## config.mk

```make
export PLATFORM = sky130hd
export DESIGN_NAME = breakout_hit_arbiter
export DESIGN_NICKNAME = d
export VERILOG_FILES = /design/src/rtl/breakout_pkg.sv /design/src/rtl/breakout_hit_arbiter_rr_select.sv /design/src/rtl/breakout_hit_arbiter.sv
export SDC_FILE = /design/constraint.sdc
export NUM_CORES = 1
export LEC_CHECK = 0
export CAP_MARGIN = 20
export CORE_MARGIN = 4
export CORE_UTILIZATION = 59
export DETAILED_ROUTE_END_ITERATION = 6
export DONT_BUFFER_PORTS = 1
export GPL_ROUTABILITY_DRIVEN = 0
export HOLD_SLACK_MARGIN = 0.03
export PLACE_DENSITY = 0.73
export SYNTH_ARGS = -nofsm -noshare
export SYNTH_HDL_FRONTEND = slang
export SYNTH_SLANG_ARGS = --single-unit
```

## constraint.sdc

```tcl
create_clock -name clk -period 6.3 [get_ports clk]
set_input_delay 1.26 -clock clk [delete_from_list [all_inputs] [get_ports clk]]
set_output_delay 1.26 -clock clk [all_outputs]
set_load 0.01 [all_outputs]
```

## src/rtl/breakout_pkg.sv

```systemverilog
// Shared definitions for the breakout hit arbiter slice.
//   state_t              : arbiter FSM state encoding
//   COOL_FRAMES_DEFAULT  : frame ticks of hit cooldown after a bounce
//   BLK_PER_COL_DEFAULT  : blocks per column, used for clear detection
package breakout_pkg;

  typedef enum logic [1:0] {
    ST_IDLE  = 2'd0,
    ST_APPLY = 2'd1,
    ST_COOL  = 2'd2
  } state_t;

  localparam int unsigned COOL_FRAMES_DEFAULT = 2;
  localparam int unsigned BLK_PER_COL_DEFAULT = 8;

endpackage

```

## src/rtl/breakout_hit_arbiter_rr_select.sv

```systemverilog
// Round-robin first-set-bit selector (purely combinational).
//   req   : request vector, one bit per column
//   ptr   : index where the search starts, wrapping modulo N_COLS
//   valid : at least one request bit is set
//   idx   : index of the first set bit at or after ptr
module rr_select #(
  parameter int unsigned N_COLS = 8,
  localparam int unsigned IW = (N_COLS > 1) ? $clog2(N_COLS) : 1
) (
  input  logic [N_COLS-1:0] req,
  input  logic [IW-1:0]     ptr,
  output logic              valid,
  output logic [IW-1:0]     idx
);

  int unsigned j;
  logic [IW-1:0] jj;

  always_comb begin
    valid = 1'b0;
    idx   = '0;
    j     = 0;
    jj    = '0;
    for (int unsigned k = 0; k < N_COLS; k++) begin
      j  = (32'(ptr) + k) % N_COLS;
      jj = IW'(j);
      if (!valid && req[jj]) begin
        valid = 1'b1;
        idx   = jj;
      end
    end
  end

endmodule

```

## src/rtl/breakout_hit_arbiter.sv

```systemverilog
// Collects block-column hit flags, grants one column round-robin, applies its
// direction flags to the ball, then ignores new hits for a frame-based
// cooldown. Also sums per-column hit counts into a score.
//   clk, reset            : clock, synchronous active-high reset
//   frame_tick            : one-cycle pulse per video frame
//   col_up/dn/lf/rt       : per-column move flags
//   col_count             : per-column 4-bit hit counts, packed
//   dir_x, dir_y          : ball direction (1 = right / 1 = down)
//   bounce                : one-cycle pulse when a direction update lands
//   grant_col             : column granted on the latest bounce
//   score, all_clear      : registered hit sum and "every block hit" flag
//   drop_cnt              : saturating count of hits dropped in cooldown
module breakout_hit_arbiter
  import breakout_pkg::*;
#(
  parameter int unsigned N_COLS      = 8,
  parameter int unsigned COOL_FRAMES = COOL_FRAMES_DEFAULT,
  parameter int unsigned BLK_PER_COL = BLK_PER_COL_DEFAULT,
  localparam int unsigned IW = (N_COLS > 1) ? $clog2(N_COLS) : 1
) (
  input  logic                  clk,
  input  logic                  reset,
  input  logic                  frame_tick,
  input  logic [N_COLS-1:0]     col_up,
  input  logic [N_COLS-1:0]     col_dn,
  input  logic [N_COLS-1:0]     col_lf,
  input  logic [N_COLS-1:0]     col_rt,
  input  logic [4*N_COLS-1:0]   col_count,
  output logic                  dir_x,
  output logic                  dir_y,
  output logic                  bounce,
  output logic [IW-1:0]         grant_col,
  output logic [7:0]            score,
  output logic                  all_clear,
  output logic [7:0]            drop_cnt
);

  localparam logic [7:0] COOL_LOAD  = 8'(COOL_FRAMES);
  localparam logic [7:0] ALL_BLOCKS = 8'(N_COLS * BLK_PER_COL);

  state_t            state_q, state_d;
  logic [7:0]        cool_q, cool_d;
  logic              dir_x_q, dir_x_d, dir_y_q, dir_y_d;
  logic              bounce_q, bounce_d;
  logic [IW-1:0]     grant_q, grant_d;
  logic [IW-1:0]     gsel_q, gsel_d;
  logic [IW-1:0]     rr_ptr_q, rr_ptr_d;
  logic              up_q, up_d, dn_q, dn_d, lf_q, lf_d, rt_q, rt_d;
  logic [7:0]        score_q, score_d;
  logic [7:0]        drop_q, drop_d;
  logic [N_COLS-1:0] req_prev_q, req_prev_d;

  logic [N_COLS-1:0] req;
  logic              rr_valid;
  logic [IW-1:0]     rr_idx;

  assign req = col_up | col_dn | col_lf | col_rt;

  rr_select #(.N_COLS(N_COLS)) u_rr_select (
    .req   (req),
    .ptr   (rr_ptr_q),
    .valid (rr_valid),
    .idx   (rr_idx)
  );

  // State register (all flops)
  always_ff @(posedge clk) begin
    if (reset) begin
      state_q    <= ST_IDLE;
      cool_q     <= '0;
      dir_x_q    <= 1'b1;
      dir_y_q    <= 1'b0;
      bounce_q   <= 1'b0;
      grant_q    <= '0;
      gsel_q     <= '0;
      rr_ptr_q   <= '0;
      up_q       <= 1'b0;
      dn_q       <= 1'b0;
      lf_q       <= 1'b0;
      rt_q       <= 1'b0;
      score_q    <= '0;
      drop_q     <= '0;
      req_prev_q <= '0;
    end else begin
      state_q    <= state_d;
      cool_q     <= cool_d;
      dir_x_q    <= dir_x_d;
      dir_y_q    <= dir_y_d;
      bounce_q   <= bounce_d;
      grant_q    <= grant_d;
      gsel_q     <= gsel_d;
      rr_ptr_q   <= rr_ptr_d;
      up_q       <= up_d;
      dn_q       <= dn_d;
      lf_q       <= lf_d;
      rt_q       <= rt_d;
      score_q    <= score_d;
      drop_q     <= drop_d;
      req_prev_q <= req_prev_d;
    end
  end

  // Next-state and cooldown counter
  always_comb begin
    state_d = state_q;
    cool_d  = cool_q;
    unique case (state_q)
      ST_IDLE:  if (rr_valid) state_d = ST_APPLY;
      ST_APPLY: begin
        // A frame_tick here is ignored: the counter is only loaded.
        state_d = ST_COOL;
        cool_d  = COOL_LOAD;
      end
      ST_COOL: begin
        if (cool_q == '0) begin
          state_d = ST_IDLE;
        end else if (frame_tick) begin
          cool_d = cool_q - 8'd1;
          if (cool_q == 8'd1) state_d = ST_IDLE;
        end
      end
      default: state_d = ST_IDLE;
    endcase
  end

  // Datapath / outputs
  always_comb begin
    dir_x_d    = dir_x_q;
    dir_y_d    = dir_y_q;
    bounce_d   = 1'b0;
    grant_d    = grant_q;
    gsel_d     = gsel_q;
    rr_ptr_d   = rr_ptr_q;
    up_d       = up_q;
    dn_d       = dn_q;
    lf_d       = lf_q;
    rt_d       = rt_q;
    drop_d     = drop_q;
    req_prev_d = req;
    score_d    = '0;
    for (int unsigned i = 0; i < N_COLS; i++) begin
      score_d = score_d + 8'(col_count[4*i +: 4]);
    end

    unique case (state_q)
      ST_IDLE: begin
        if (rr_valid) begin
          gsel_d   = rr_idx;
          up_d     = col_up[rr_idx];
          dn_d     = col_dn[rr_idx];
          lf_d     = col_lf[rr_idx];
          rt_d     = col_rt[rr_idx];
          rr_ptr_d = (rr_idx == IW'(N_COLS - 1)) ? '0 : rr_idx + 1'b1;
        end
      end
      ST_APPLY: begin
        // Opposing flags on one axis cancel and leave that axis untouched.
        if (rt_q && !lf_q) dir_x_d = 1'b1;
        if (lf_q && !rt_q) dir_x_d = 1'b0;
        if (up_q && !dn_q) dir_y_d = 1'b0;
        if (dn_q && !up_q) dir_y_d = 1'b1;
        bounce_d = 1'b1;
        grant_d  = gsel_q;
      end
      ST_COOL: begin
        if (|(req & ~req_prev_q) && (drop_q != 8'hFF)) drop_d = drop_q + 8'd1;
      end
      default: ;
    endcase
  end

  assign dir_x     = dir_x_q;
  assign dir_y     = dir_y_q;
  assign bounce    = bounce_q;
  assign grant_col = grant_q;
  assign score     = score_q;
  assign all_clear = (score_q == ALL_BLOCKS);
  assign drop_cnt  = drop_q;

endmodule

```

Yosys cells after proc, flatten, opt, wreduce, memory -nomap -nowiden. Cells that the tools add are included.

Add/sub/neg operators: 17. Order comparisons: 9. Equal/unequal tests: 11. Muxes and demuxes: 54. Bitwise logic cells: 5. Reduce and logical (&&, ||, !) cells: 35.

Operators by type and width (number): 1-bit binary-select mux with 3-bit select (12); 3-bit by 4-bit < comparator with 1-bit output (second input constant) (9); 3-bit two-way mux (9); 1-bit two-way mux (25); 8-bit by 4-bit adder with 8-bit output (3); 8-bit bitwise OR (3); 8-bit two-way mux (2); 8-bit case mux with 2 select lines (1); 3-bit adder (second input constant) (4); 1-bit logical AND (12); 1-bit logical NOT (11); 7-bit by 4-bit adder with 8-bit output (1); 8-bit by 1-bit adder with 8-bit output (second input constant) (1); 8-bit AND (1); 8-bit by 1-bit == test with 1-bit output (second input constant) (1); 8-bit by 7-bit == test with 1-bit output (second input constant) (1); 8-bit logical NOT (1); 2-bit two-way mux (4); 8-bit != test (second input constant) (1); 8-bit inverter (1); 2-bit AND reduction (4); 8-bit OR reduction (1); 8-bit by 1-bit subtractor with 8-bit output (second input constant) (1); 6-bit by 4-bit adder with 7-bit output (1); other kinds (13) (21).

Flip-flop bits (word level): 50. Input port bits: 67. Output and inout bits: 23. Word-level logic and storage cells: 146.

Longest topological paths before layout. Gate-level depths: netlist of run 1.

Word-level depth: 29. Gate-level depth with buffers: 18. Gate-level depth less buffers: 15.

Modules after synthesis. Synthesis of run 1 repeated with hierarchy kept, for this count alone.

Cell total of the unflattened synthesis: 457. Area total of the unflattened synthesis: 4265.3 µm².

Modules (own cells, without submodules): breakout_hit_arbiter (instances 1, cells an instance 336, area an instance 3184.3 µm², seq. area each 980.9 µm²); rr_select (instances 1, cells an instance 121, area an instance 1081.0 µm², seq. area each 0.0 µm²).

Worst setup path after synthesis of run 1. Ideal clock, no wire load.

Path kind: in2reg. Start: input port col_count[3]. End: register score_q[5], in the netlist score[5]. Setup time: 0.128 ns. Data arrival time: 4.362 ns. Required time: 6.172 ns. Path slack: 1.811 ns. Cell stages on the path: 13. Buffers on the path: 0. Cells stage by stage: inv_1 -> fa_1 -> inv_1 -> fa_1 -> fa_1 -> inv_1 -> fa_1 -> inv_1 -> ha_1 -> a21o_1 -> a21oi_1 -> xor2_1 -> nor2_1.

Longest elaborated chain between the ends: 7.

RTL lines: start, declared (line breakout_hit_arbiter.sv:28) `input logic [4*N_COLS-1:0] col_count,`; 4-bit by 4-bit adder with 5-bit output (line breakout_hit_arbiter.sv:142) `score_d = score_d + 8'(col_count[4*i +: 4]);`; 5-bit by 4-bit adder with 6-bit output (line breakout_hit_arbiter.sv:142); 6-bit by 4-bit adder with 7-bit output (line breakout_hit_arbiter.sv:142); 7-bit by 4-bit adder with 8-bit output (line breakout_hit_arbiter.sv:142); 8-bit by 4-bit adder with 8-bit output (3 in a row) (line breakout_hit_arbiter.sv:142); end signal, assigned (line breakout_hit_arbiter.sv:97) `score_q <= score_d;`; end, declared (line breakout_hit_arbiter.sv:49) `logic [7:0] score_q, score_d;`.

Every way passes these cells. A chain may end at the register's enable or synchronous reset.

Final worst setup path of run 1.
Start: register rr_ptr_q[1]. End: register rr_ptr_q[0].

Longest elaborated chain between the ends: 26. Elaborated cells on any way between the ends: 57. Those cells by class: add/sub: 8; eq/ne: 1; mux: 33; reduce/logical: 15.

RTL lines: start, declared (line breakout_hit_arbiter.sv:47) `logic [IW-1:0] rr_ptr_q, rr_ptr_d;`; start signal, assigned (line breakout_hit_arbiter.sv:92) `rr_ptr_q <= rr_ptr_d;`; branches (longest 23 deep; another with 3-bit by 1-bit adder with 3-bit output); 3-bit two-way mux (*) (line breakout_hit_arbiter_rr_select.sv:27) `if (!valid && req[jj]) begin`; via rr_idx[2] (line breakout_hit_arbiter.sv:55) `logic [IW-1:0] rr_idx;`; 3-bit == test (*) (line breakout_hit_arbiter.sv:153) `rr_ptr_d = (rr_idx == IW'(N_COLS - 1)) ? '0 : rr_idx + 1'b1;`; 3-bit two-way mux (*) (line breakout_hit_arbiter.sv:153).

Mark *: on every way through the listed nets, which the timed path passes. The select of a mux whose other input is x is not followed.

==> results of run 1 <==
## worst max-delay path by stage
stage	start	cells past startpoint	to	slack (ns)
6_report	rr_ptr_q[1]$_SDFFE_PP0P_	12	rr_ptr_q[0]$_SDFFE_PP0P_	1.27
5_1_grt	rr_ptr_q[1]$_SDFFE_PP0P_	13	rr_ptr_q[0]$_SDFFE_PP0P_	0.86
3_3_place_gp	col_up[5]	11	rr_ptr_q[0]$_SDFFE_PP0P_	1.36
3_5_place_dp	col_up[5]	11	rr_ptr_q[0]$_SDFFE_PP0P_	1.27
2_1_floorplan	col_count[3]	13	score[5]$_SDFF_PP0_	1.81
4_1_cts	rr_ptr_q[1]$_SDFFE_PP0P_	12	rr_ptr_q[0]$_SDFFE_PP0P_	1.31
## cell usage after synthesis (all sizes together), types with 6 or more instances
| cell type | instances | share of area [%] |
|---|---|---|
| dfxtp | 49 | 23 |
| o22ai | 13 | 1.9 |
| nor2 | 50 | 4.9 |
| a21oi | 23 | 2.8 |
| mux4 | 7 | 3.9 |
| nor2b | 8 | 1.2 |
| mux2 | 6 | 1.6 |
| mux2i | 17 | 4.0 |
| a211oi | 6 | 1.2 |
| clkbuf | 16 | 2.2 |
| nor4 | 13 | 2.0 |
| nand2 | 39 | 3.4 |
| ha | 17 | 5.0 |
| or4 | 8 | 1.4 |
| nand3 | 9 | 1.1 |
| xnor2 | 9 | 1.8 |
| o21ai | 22 | 2.6 |
| fa | 23 | 11 |
| xor2 | 11 | 2.3 |
| and2 | 6 | 0.97 |
| inv | 69 | 6.1 |
| nor3 | 7 | 0.82 |
| o211ai | 7 | 1.2 |
## routing by layer
metal	share of wire (%)	global-route usage, %	vias to the layer above
li1	-	-	1765
met1	40	30.3	1760
met2	48	41.0	168
met3	8.2	4.67	24
met4	3.0	8.79	0
met5	0	0	-
## layout make-up
cell class | instances | area, µm² | share of cell area (%)
well taps | 96 | 120 | 2.72
multi-input cells | 365 | 2890 | 65.5
flip-flops and latches | 49 | 981 | 22.2
repair buffers | 8 | 60.1 | 1.36
clock inverters | 3 | 26.3 | 0.596
inverters | 70 | 265 | 6.02
clock buffers | 5 | 68.8 | 1.56
## power groups by stage
stage,logic [mW],registers [mW],clock network (mW)
floorplan,0.512,0.399,0
global placement,0.567,0.419,0
detailed placement,0.594,0.422,0
CTS,0.596,0.415,0.199
global route,0.689,0.423,0.209
finish,0.591,0.415,0.192
## sequential cells by signal, indices dropped and copies added (netlist names), 2 cells and up
register and flops:
gsel_q 3, score 7, req_prev_q 8, state_q 2, rr_ptr_q 3, drop_cnt 8, grant_col 3, cool_q 8
## tightest hold or removal path: cells and delay by family, from the launching register on
family / cells / cell delay (ns)
compound gates: 1 / 0.05
simple gates: 1 / 0.05
flops: 1 / 0.33
## through the flow
stage	cell area [µm²]	utilization, %	setup slack (ns)	std cells
finish	4410	63.8	1.27	596
global route	4410	63.8	0.862	596
CTS	4410	63.8	1.31	596
detailed placement	4310	62.5	1.27	588
global placement	4310	62.5	1.36	588
floorplan	4280	-	1.81	505
## cell families after synthesis
kind of cell	share of synthesized area, %
adders and majority gates	15.7
other	0.0877
DFF	22.9
and+or+nand+nor	19.4
xor gates and xnor gates	4.10
AOI/OAI and AO/OA	18.7
muxes	9.48
buffers and inverters	9.51
==> metrics.yaml, run 1 <==
n_antenna_cell: 0
timing.critical_path.max_delay_family: "compound AO/OA/AOI/OAI gates"
grt_usage_pct: 24.1
cts.sinks: 49
synth_cells: 505
cts_tree: "done"
layout-drive-gt1-share_pct: 10.2
tightest_slew_ns: 1.04
numCtsBuffers: 5
h-tree-depth: 2
floorplan.initialDensity_pct: 61.9
r2r_setup_slack_ns: 1.27
cap_viol_max_count: 0
synth-main-ff-cell: "dfxtp_1"
dieArea_um2: 8670
cp_slowest_stage_delay_ns: 0.91
setup_viol: 0
cp_max_fo: 17
syn_avg_cell_area_um2: 8.47
critPathLaunchType: "register"
syn2layout_area_growth_pct: 3.13
grt_antenna_before_repair: 0
core_um2: 6910
numPortBuffers: 0
holdBufCountCts: 0
grt_max_degree: 43
drt_iter0_markers: 215
nFillCells: 638
ant_nets: 0
final_common_cell: "inv_1"
r2r_start: "rr_ptr_q[1]$_SDFFE_PP0P_"
mostFrequentLayoutCells: "inv_1 (67), dfxtp_1 (49), nor2_1 (48), nand2_1 (39), fa_1 (23)"
finClkSkew_ns: 0.0113
total_leakage_power_nw: 1.86
post-route-drc-count: 0
syn_nets: 612
cts_resized: 0
crit_top_cell: "ha_1"
postRouteWirelength_um: 10300
hold_end: "grant_col[2]$_SDFFE_PP0P_"
die_height_um: 93.1
power.density_nw_per_um2: 272
hold_depth: 2
internal_power_mw: 0.701
viasPerCell: 6.24
clk-insertion-delay-late_ns: 0.30
ys_seq_elements: 49
critical_path.cell_chain: "clkinv_1 > ha_1 > mux4_2 > mux2i_1 > a21boi_2 > a2111oi_0 > o31ai_2 > inv_1 > ha_1 > nor3_1 > a21oi_1 > nor2_1"
firstDrtPassIters: 5
die_w_um: 93.1
power.share.clock_pct: 16.1
max_freq_ghz: 0.199
ir_worst_vdd_v: 0.000193
cts_max_path_buffers: 2
crit_required_ns: 6.54
synth-edff-count: 0
grt_overflow: 0
path_clk_slew_ns: 0.10
hold_path_class: "register to register"
power.switching_mw: 0.498
seqPwrFrac_pct: 34.6
grt_pass1_vias: 3583
rr_worst_depth: 12
path_buf_inv: 2
swShare_pct: 41.5
nets: 606
rsz0062_at_grt: "no"
timing.setup.tns_ns: 0
post_cts_buffers: 0
hp-start: "gsel_q[2]$_SDFFE_PP0P_"
dpl.hpwl_um: 8250
reg2reg_to: "rr_ptr_q[0]$_SDFFE_PP0P_"
layout_min_cycle_time_ns: 5.03
synth_cell_type_count: 81
slew_violations: 0
critical-path-slowest-cell: "o31ai_2"
critPathArrivalTime_ns: 5.28
relSlewSlack_pct: 30.4
post-route-period-util_pct: 79.9
grt_pass1_wl_um: 16900
via_count: 3717
p_total_mw: 1.20
whs_ns: 0.457
yosysWarnings: 0
num_rows: 30
synth_area_um2: 4280
hold_viol: 0
cts-root-buf: "clkbuf_8"
outcome: "completed"
combPwrFrac_pct: 49.4
crit_type: "register to register"
synthArstFlopShare_pct: 0
num_io_pins: 90
routedWlPerCell_um: 17.3
synth-seq-area-share_pct: 22.9
critPathCaptureType: "register"
(Power assumes the default switching activity.)
==> run 2, diff against run 1 <==
--- a/config.mk
+++ b/config.mk
@@ -12,7 +12,7 @@
 export DONT_BUFFER_PORTS = 1
 export GPL_ROUTABILITY_DRIVEN = 0
 export HOLD_SLACK_MARGIN = 0.03
-export PLACE_DENSITY = 0.73
+export PLACE_DENSITY = 0.76
 export SYNTH_ARGS = -nofsm -noshare
 export SYNTH_HDL_FRONTEND = slang
 export SYNTH_SLANG_ARGS = --single-unit
==> constraint.sdc (replaced) <==
create_clock -name clk -period 4.3 [get_ports clk]
set_input_delay 0.86 -clock clk [delete_from_list [all_inputs] [get_ports clk]]
set_output_delay 0.86 -clock clk [all_outputs]
set_load 0.01 [all_outputs]
==> run 2 against run 1 <==
Effect of this change: total power grew 49%; worst hold slack improved by 0.0054 ns; worst setup slack got worse by 0.94 ns; maximum frequency rose by 27%; clock power up 48%; combinational power rose by 54%; via count increased by 2.3%; register-to-register slack worse by 0.94 ns; sequential share of layout area is 0.48 points lower; clock skew fell by 0.0027 ns; critical path type unchanged; largest power group unchanged; highest routed layer unchanged.
==> metrics.yaml, run 2 (synthesis gave the netlist of run 1 again) <==
cts-root-buf: "clkbuf_8"
holdBufCountCts: 0
ant_nets: 0
clk-insertion-delay-late_ns: 0.30
combPwrFrac_pct: 50.7
dpl.hpwl_um: 8410
cts.sinks: 49
mostFrequentLayoutCells: "inv_1 (67), dfxtp_1 (49), nor2_1 (48), nand2_1 (39), fa_1 (23)"
h-tree-depth: 2
syn2layout_area_growth_pct: 5.41
met1_length_um: 4070
power.share.clock_pct: 16.0
multiInputGateArea_um2: 2890
n_antenna_cell: 0
drt_iter0_markers: 302
hold_path_class: "register to register"
num_io_pins: 90
critPathArrivalTime_ns: 4.23
post-place-cells: 601
cts_max_path_buffers: 2
swShare_pct: 41.4
hold_end: "grant_col[0]$_SDFFE_PP0P_"
r2r_start: "rr_ptr_q[1]$_SDFFE_PP0P_"
cts_tree: "done"
grt_max_degree: 43
routed.top_layer: "met4"
cp-startpoint: "rr_ptr_q[1]$_SDFFE_PP0P_"
critPathCaptureType: "register"
fin_cells: 609
tightest_slew_ns: 0.727
internal_power_mw: 1.05
power.switching_mw: 0.741
nFillCells: 609
total_leakage_power_nw: 1.92
cap_viol_max_count: 0
layout-drive-gt1-share_pct: 12.5
via_count: 3804
postRouteWirelength_um: 10500
grt_antenna_before_repair: 0
post-route-period-util_pct: 92.5
reg2reg_to: "rr_ptr_q[0]$_SDFFE_PP0P_"
numCtsBuffers: 5
numPortBuffers: 0
routed-wl-met2_um: 4870
grt_pass1_vias: 3662
viasPerCell: 6.25
dieArea_um2: 8670
final_common_cell: "inv_1"
post_cts_buffers: 0
crit_required_ns: 4.55
relSlewSlack_pct: 51.2
num_rows: 30
power.density_nw_per_um2: 397
hp-start: "gsel_q[0]$_SDFFE_PP0P_"
rsz0062_at_grt: "no"
hold_depth: 2
grt_pass1_wl_um: 16900
slew_violations: 0
firstDrtPassIters: 5
seq_area_um2: 981
outcome: "completed"
seqPwrFrac_pct: 33.3
core_um2: 6910
critPathLaunchType: "register"
die_w_um: 93.1
die_height_um: 93.1
grt_overflow: 0
rr_worst_depth: 15
nets: 619
floorplan.initialDensity_pct: 61.9
hold_viol: 0
timing.setup.tns_ns: 0
cp_max_fo: 10
post-route-drc-count: 0
routedWlPerCell_um: 17.2
layout_min_cycle_time_ns: 3.98
max_freq_ghz: 0.251
crit_type: "register to register"
grt_usage_pct: 24.0
met3_length_um: 1240
ir_worst_vdd_v: 0.000318
r2r_setup_slack_ns: 0.32
cts_resized: 0
setup_viol: 0
path_clk_slew_ns: 0.10
finClkSkew_ns: 0.00856
run 2: layout make-up:
cell class	count	share of cell area, %
multi-input combinational	365	64.1
sequential	49	21.8
inverter	70	5.89
timing repair buffer	21	3.50
clock inverter	3	0.583
tap	96	2.67
clock buffer	5	1.53
run 2: worst max-delay path by stage:
| stage | end | slack [ns] | depth (start not counted) |
|---|---|---|---|
| 6_report | rr_ptr_q[0]$_SDFFE_PP0P_ | 0.32 | 15 |
| 5_1_grt | rr_ptr_q[0]$_SDFFE_PP0P_ | 0.05 | 15 |
| 4_1_cts | rr_ptr_q[0]$_SDFFE_PP0P_ | 0.39 | 15 |
| 3_5_place_dp | score[5]$_SDFF_PP0_ | 0.06 | 13 |
| 3_3_place_gp | score[5]$_SDFF_PP0_ | 0.15 | 13 |
| 2_1_floorplan | score[5]$_SDFF_PP0_ | 0.21 | 13 |
run 2: metal layers:
metal,vias to the layer above,global-route usage (%)
met4,0,7.45
met1,1789,29.3
met3,26,7.16
met2,207,40.6
met5,-,0
li1,1782,-
run 2: worst max-delay path, cell delays in order (launching register included):
cell and delay, ns:
dfxtp_1 0.37, clkinv_1 0.25, ha_1 0.66, buf_4 0.25
nand2b_1 0.11, o22ai_1 0.15, a211oi_1 0.32, a311o_1 0.17
a31o_2 0.12, a21boi_0 0.11, o31ai_2 0.65, inv_1 0.17
ha_1 0.26, nor3_1 0.18, a21oi_1 0.06, nor2_1 0.09
run 2: through the flow:
| stage | utilization, % | hold slack (ns) | setup WS (ns) | total power [mW] | area [µm²] |
|---|---|---|---|---|---|
| floorplan | - | 0.432 | 0.211 | 1.34 | 4280 |
| global placement | 63.9 | 0.438 | 0.152 | 1.47 | 4410 |
| detailed placement | 63.9 | 0.452 | 0.0555 | 1.51 | 4410 |
| CTS | 65.3 | 0.461 | 0.386 | 1.80 | 4510 |
| global route | 65.3 | 0.492 | 0.0499 | 1.95 | 4510 |
| finish | 65.3 | 0.462 | 0.323 | 1.79 | 4510 |
run 2: power groups by stage:
stage	clock (mW)	combinational (mW)	sequential, mW
floorplan	0	0.751	0.587
global placement	0	0.864	0.607
detailed placement	0	0.908	0.607
CTS	0.295	0.910	0.598
global route	0.310	1.03	0.607
finish	0.285	0.908	0.596
==> run 3, diff against run 2 <==
--- a/config.mk
+++ b/config.mk
@@ -6,7 +6,7 @@
 export NUM_CORES = 1
 export LEC_CHECK = 0
 export CAP_MARGIN = 20
-export CORE_MARGIN = 4
+export CORE_MARGIN = 1
 export CORE_UTILIZATION = 59
 export DETAILED_ROUTE_END_ITERATION = 6
 export DONT_BUFFER_PORTS = 1
==> run 3 against run 2 <==
Effect of this change: worst hold slack worse by 0.017 ns; total power about the same; worst setup slack better by 0.011 ns; sequential power about the same; clock power down 2%; register-to-register slack better by 0.04 ns; critical path depth down 2; via count down 1.2%; first-iteration DRC count up 0.66%; final cell count up 0.16%; critical endpoint is now score[5]$_SDFF_PP0_; largest cell class unchanged; highest routed layer unchanged.
==> metrics.yaml, run 3 (synthesis gave the netlist of run 1 again) <==
internal_power_mw: 1.05
cts.sinks: 49
h-tree-depth: 2
cts_tree: "done"
nFillCells: 622
setup_slack_ns: 0.334
timing.setup.tns_ns: 0
n_antenna_cell: 0
rr_worst_depth: 12
post-place-cells: 602
die_height_um: 87.1
cts_max_path_buffers: 2
numPortBuffers: 0
holdBufCountCts: 0
whs_ns: 0.445
ant_nets: 0
layout_min_cycle_time_ns: 3.97
r2r_start: "rr_ptr_q[1]$_SDFFE_PP0P_"
mostFrequentLayoutCells: "inv_1 (67), dfxtp_1 (49), nor2_1 (48), nand2_1 (39), fa_1 (23)"
dp_slack_ns: 0.0310
syn2layout_area_growth_pct: 5.56
relSlewSlack_pct: 43.3
cp_max_fo: 2
setup_viol: 0
tightest_slew_ns: 0.849
grt_pass1_vias: 3538
power.share.clock_pct: 15.6
hold_path_class: "register to register"
power.switching_mw: 0.744
post-route-drc-count: 0
grt_max_degree: 43
cts_resized: 0
critPathLaunchType: "primary input"
floorplan.initialDensity_pct: 61.9
die_w_um: 87.1
path_clk_slew_ns: 0.10
ir_worst_vdd_v: 0.000295
layout-drive-gt1-share_pct: 12.6
num_io_pins: 90
core_um2: 6910
hold_viol: 0
grt_usage_pct: 27.5
viasPerCell: 6.16
post_cts_buffers: 0
num_rows: 30
post-route-util_pct: 65.3
outcome: "completed"
seq_area_um2: 981
dieArea_um2: 7590
nets: 620
grt_overflow: 0
cp_slowest_stage_delay_ns: 0.60
hold_end: "grant_col[2]$_SDFFE_PP0P_"
total_leakage_power_nw: 1.93
detailed_place.area_um2: 4420
max_freq_ghz: 0.252
dpl.hpwl_um: 8200
crit_required_ns: 4.50
hp-start: "gsel_q[2]$_SDFFE_PP0P_"
slew_violations: 0
final_area_um2: 4510
numCtsBuffers: 5
post-route-period-util_pct: 92.2
p_total_mw: 1.79
finClkSkew_ns: 0.00930
cts-root-buf: "clkbuf_8"
seqPwrFrac_pct: 33.5
firstDrtPassIters: 5
critPathCaptureType: "register"
via_count: 3758
drt_iter0_markers: 304
postRouteWirelength_um: 10200
crit_type: "primary input to register"
power.density_nw_per_um2: 397
reg2reg_to: "rr_ptr_q[1]$_SDFFE_PP0P_"
final_common_cell: "inv_1"
grt_antenna_before_repair: 0
critPathArrivalTime_ns: 4.16
critical-path-slowest-cell: "fa_1"
rsz0062_at_grt: "no"
multiInputGateArea_um2: 2890
grt_pass1_wl_um: 16200
r2r_setup_slack_ns: 0.36
combPwrFrac_pct: 50.9
cap_viol_max_count: 0
routedWlPerCell_um: 16.7
clk-insertion-delay-late_ns: 0.31
hold_depth: 2
critical_path.cell_chain: "inv_1 > fa_1 > inv_1 > fa_1 > fa_1 > inv_1 > fa_1 > inv_1 > ha_1 > a21o_1 > a21oi_1 > xor2_1 > nor2_1"
swShare_pct: 41.6
fin_cells: 610
run 3: cell count changes in the layout (fill, tap and decap cells not counted), sizes merged:
cell / delta
buf: +1
clkinvlp: -1
clkinv: +1
run 3: area by class of cell:
cell class	instances	area share, %
clock inverters	3	0.554
multi-input cells	365	64.0
flip-flops and latches	49	21.7
inverters	70	5.88
well taps	96	2.66
repair buffers	22	3.66
clock buffers	5	1.52
run 3: worst max-delay path by stage:
stage                                   startpoint                        to  slack, ns  cells past startpoint
after global placement                col_count[3]       score[5]$_SDFF_PP0_       0.16                     13
after CTS                             col_count[3]       score[5]$_SDFF_PP0_       0.35                     13
after floorplan                       col_count[3]       score[5]$_SDFF_PP0_       0.21                     13
after global routing      rr_ptr_q[1]$_SDFFE_PP0P_  rr_ptr_q[1]$_SDFFE_PP0P_        0.1                     13
final                                 col_count[3]       score[5]$_SDFF_PP0_       0.33                     13
after detailed placement              col_count[3]       score[5]$_SDFF_PP0_       0.03                     13
run 3: routing by layer:
| metal | track usage [%] | up-vias | routed length [µm] |
|---|---|---|---|
| met5 | 0 | - | 0 |
| met1 | 33.2 | 1750 | 4040 |
| met4 | 9.39 | 0 | 238 |
| li1 | - | 1789 | - |
| met2 | 48.1 | 200 | 4890 |
| met3 | 6.45 | 19 | 1040 |
run 3: power groups by stage:
stage	combinational, mW	clock, mW	sequential [mW]
after floorplan	0.751	0	0.587
after global placement	0.859	0	0.610
after detailed placement	0.910	0	0.611
after CTS	0.913	0.290	0.600
after global routing	1.04	0.307	0.610
final	0.911	0.279	0.599
run 3: critical path: cells and delay by family:
family / cells / cell delay (ns)
AO/OA/AOI/OAI: 2 / 0.39
XOR/XNOR: 1 / 0.17
adder cells (fa/ha/maj): 5 / 2.48
buffers and inverters: 4 / 0.23
AND/OR/NAND/NOR: 1 / 0.05
